<file path="config.mk">
export PLATFORM = sky130hd
export DESIGN_NAME = sat_counter
export DESIGN_NICKNAME = d
export VERILOG_FILES = /design/src/rtl/nand_response_checker_sat_counter.sv
export SDC_FILE = /design/constraint.sdc
export NUM_CORES = 1
export LEC_CHECK = 0
export CAP_MARGIN = 20
export CORE_AREA = 8 8 45 47
export CTS_CLUSTER_SIZE = 14
export DETAILED_ROUTE_END_ITERATION = 16
export DIE_AREA = 0 0 53 55
export MAX_ROUTING_LAYER = met4
export SYNTH_ARGS = -nofsm -noshare
export SYNTH_HDL_FRONTEND = slang
export SYNTH_SLANG_ARGS = --single-unit
export TNS_END_PERCENT = 10
</file>
<file path="constraint.sdc">
create_clock -name clk -period 3.3 [get_ports clk]
set_clock_uncertainty 0.1 [all_clocks]
set_input_delay 0.99 -clock clk [delete_from_list [all_inputs] [get_ports clk]]
set_output_delay 0.99 -clock clk [all_outputs]
set_load 0.01 [all_outputs]
</file>
<file path="src/rtl/nand_response_checker_sat_counter.sv">
// sat_counter: clearable up-counter that sticks at its all-ones value
module sat_counter #(
    parameter int W = 8
) (
    input  logic         clk,
    input  logic         rst,
    input  logic         clear,
    input  logic         inc,
    output logic [W-1:0] value
);
    logic [W-1:0] value_q, value_d;
    always_comb value_d = clear ? '0 : (inc && value_q != '1) ? value_q + 1'b1 : value_q;
    always_ff @(posedge clk) value_q <= rst ? '0 : value_d;
    assign value = value_q;
endmodule

</file>
==> results.toml <==
[outcome]
status = "finished clean"

[clock_tree]
cts_resized = 0
postCtsHoldBufs = 0
cts_buffers = 3
htree_levels = 1
cts_setup_buffers = 0
cts.sinks = 8
clkSlewWorstSetupHoldPaths_ps = 60
cts_tree = "done"
clk_latency_ps = 250
root_buffer = "clkbuf_4"
clockBufferDepth = 2

[drt]
wirelength_um = 998
antenna_left = 0
vias_per_cell = 5.49
first_iter_violations = 12
drt-pass1-iter-count = 4
vias = 417
drc = 0
wl_per_cell_um = 13.1

[timing]
period_share = 0.725
tightest_slew_ps = 440
tns_ps = 0
slew_headroom = 0.706
final-hold-violation-count = 0
setup_violations = 0
slew_violations = 0
rsz0062_at_grt = "no"
fmax_mhz = 418
min_period_ps = 2390

[grt]
antenna_found_initial = 0
grt_pass1_wl_mm = 1.55
grt_overflow = 0
grt_usage = 0.0761
grt_pass1_vias = 348
grt_max_degree = 9

[setup_path]
r2r_cells = 4
crit_path_top_delay_cell = "clkdlybuf4s50_1"
cp-end-kind = "output pin"
criticalPathCategory = "reg -> out"
cp_top_family = "buffers and inverters"
cp.buffers_inverters = 1
cp-start-kind = "flop"
worstPathRequired_ps = 2210
r2r_end = "value[6]"
path_cells = "clkdlybuf4s50_1"
worstReg2RegStart = "value[0]"
max_stage_delay_ps = 600
crit_arrival_ps = 1300
cp_max_fo = 8
rrSetupSlack_ps = 1730

[pwr]
cellLeakagePower_nw = 0.209
vdd_drop_max_uv = 142
powerDensity_nw_per_um2 = 321

[synthesis]
synth-compound-area-share = 0.195
avgSynthCellArea_um2 = 9.26
synthCells = 47
ys_top_cells_by_area = "dfxtp_1 37%, mux2i_1 9.2%, a2111oi_4 6.3%"
synth_mux_area_frac = 0.0920
synthSimpleGateAreaFrac = 0.290
yosys.area_share.adder = 0.0287
synth_area_leader_cell = "dfxtp_1"
async_flop_share = 0
synth-main-ff-cell = "dfxtp_1"
synth_cell_types = 21
synth_edf_count = 0
ys_ff_latch = 8
yosysWarnings = 0
synth_top_area_frac = 0.368
syn-num-nets = 52
netlist_top_cells_count = "8 x dfxtp_1, 6 x nand2_1, 4 x a21oi_1, 4 x mux2i_1"
seq_area_frac_synth = 0.368
syn_area_um2 = 435
yosysMostFrequentCell = "dfxtp_1"
synth_xor_area_frac = 0
synth_top_family_by_area = "simple AND/OR/NAND/NOR gates"

[floorplanning]
die_y_um = 55
die_area_um2 = 2920
fp-row-count = 14
initial_utilization = 0.315
die_width_um = 53
core_area_um2 = 1380
pin_count = 12

[cells_and_area]
final_nets = 67
syn2layout_area_growth_pct = 33.3
drive_gt1_frac = 0.0833
final_cell_area_um2 = 581
layoutNonFillerInstCount = 76
largest_reg_flops = 8
fillerInstances = 145
diodes = 0

[place]
port-buffer-count = 11
place.gp.congestion = 0.736
hpwl_um = 761
place_area_um2 = 558
place_inst = 73

[min_path]
hold-path-endpoint = "value[1]"
hold_path.class = "reg -> reg"
hp-start = "value[1]"
whs_path_depth = 2

[run]
drv_cap = 0
-- through the flow --
stage               worst slack [ps]  power, W  hold WS, ps  utilization
finish                           906  0.000187          402        0.420
global route                     853  0.000197          418        0.420
global placement                 851  0.000114          384        0.403
detailed placement               816  0.000114          389        0.403
floorplan                       1430  0.000105          403            -
CTS                              905  0.000192          397        0.420
-- area by class of cell --
class	count	area (µm²)	area share
multi-input combinational	37	264	0.455
sequential	8	160	0.276
timing repair buffer	11	110	0.190
clock buffer	3	22.5	0.0388
tap	16	20.0	0.0345
inverter	1	3.75	0.00647
-- where the power goes --
part	switching [W]	leakage, nW	internal [W]
sequential	0.000000959	0.0646	0.0000975
clock	0.0000329	0.0138	0.0000416
combinational	0.00000652	0.131	0.00000702
total	0.0000404	0.209	0.000146
-- worst min-delay path, stage by stage (launching register included) --
cell and delay (ps):
dfxtp_1 330, nand2_1 70, mux2i_1 50
-- placed cells by master, fill, tap and decap left out --
cell type	n
clkdlybuf4s50_1	11
dfxtp_1	8
nand2_1	6
mux2i_1	4
a21oi_1	4
or3_1	3
and3_1	3
clkbuf_4	3
and4_1	2
a21boi_1	2
nand3_1	2
nand4_1	2
nor2_1	1
nor4_1	1
inv_1	1
o21ai_0	1
or4_1	1
a21boi_2	1
a31oi_1	1
a2111oi_4	1
and3b_1	1
ha_1	1
-- logic make-up (layout without fill, tap and decap cells) --
kind of cell,Yosys count,after routing
adder cells (fa/ha/maj),1,1
buffers and inverters,2,15
AND/OR/NAND/NOR,22,22
multiplexers,4,4
flip-flops,8,8
AO/OA/AOI/OAI,10,10
-- routing by layer --
layer	share of wire	track usage	wire, µm
met5	0	-	0
met4	0.010	0.0259	10
met3	0.066	0.0481	66
met2	0.48	0.125	479
met1	0.44	0.0716	441
-- worst max path at each step --
stage	start	end	slack, ps	cells after the start
finish	value[3]	value[3]	910	1
global route	value[3]	value[3]	850	1
CTS	value[3]	value[3]	900	1
detailed placement	inc	value[5]	820	4
global placement	inc	value[5]	850	4
floorplan	inc	value[5]	1430	3
(Power assumes the default switching activity.)
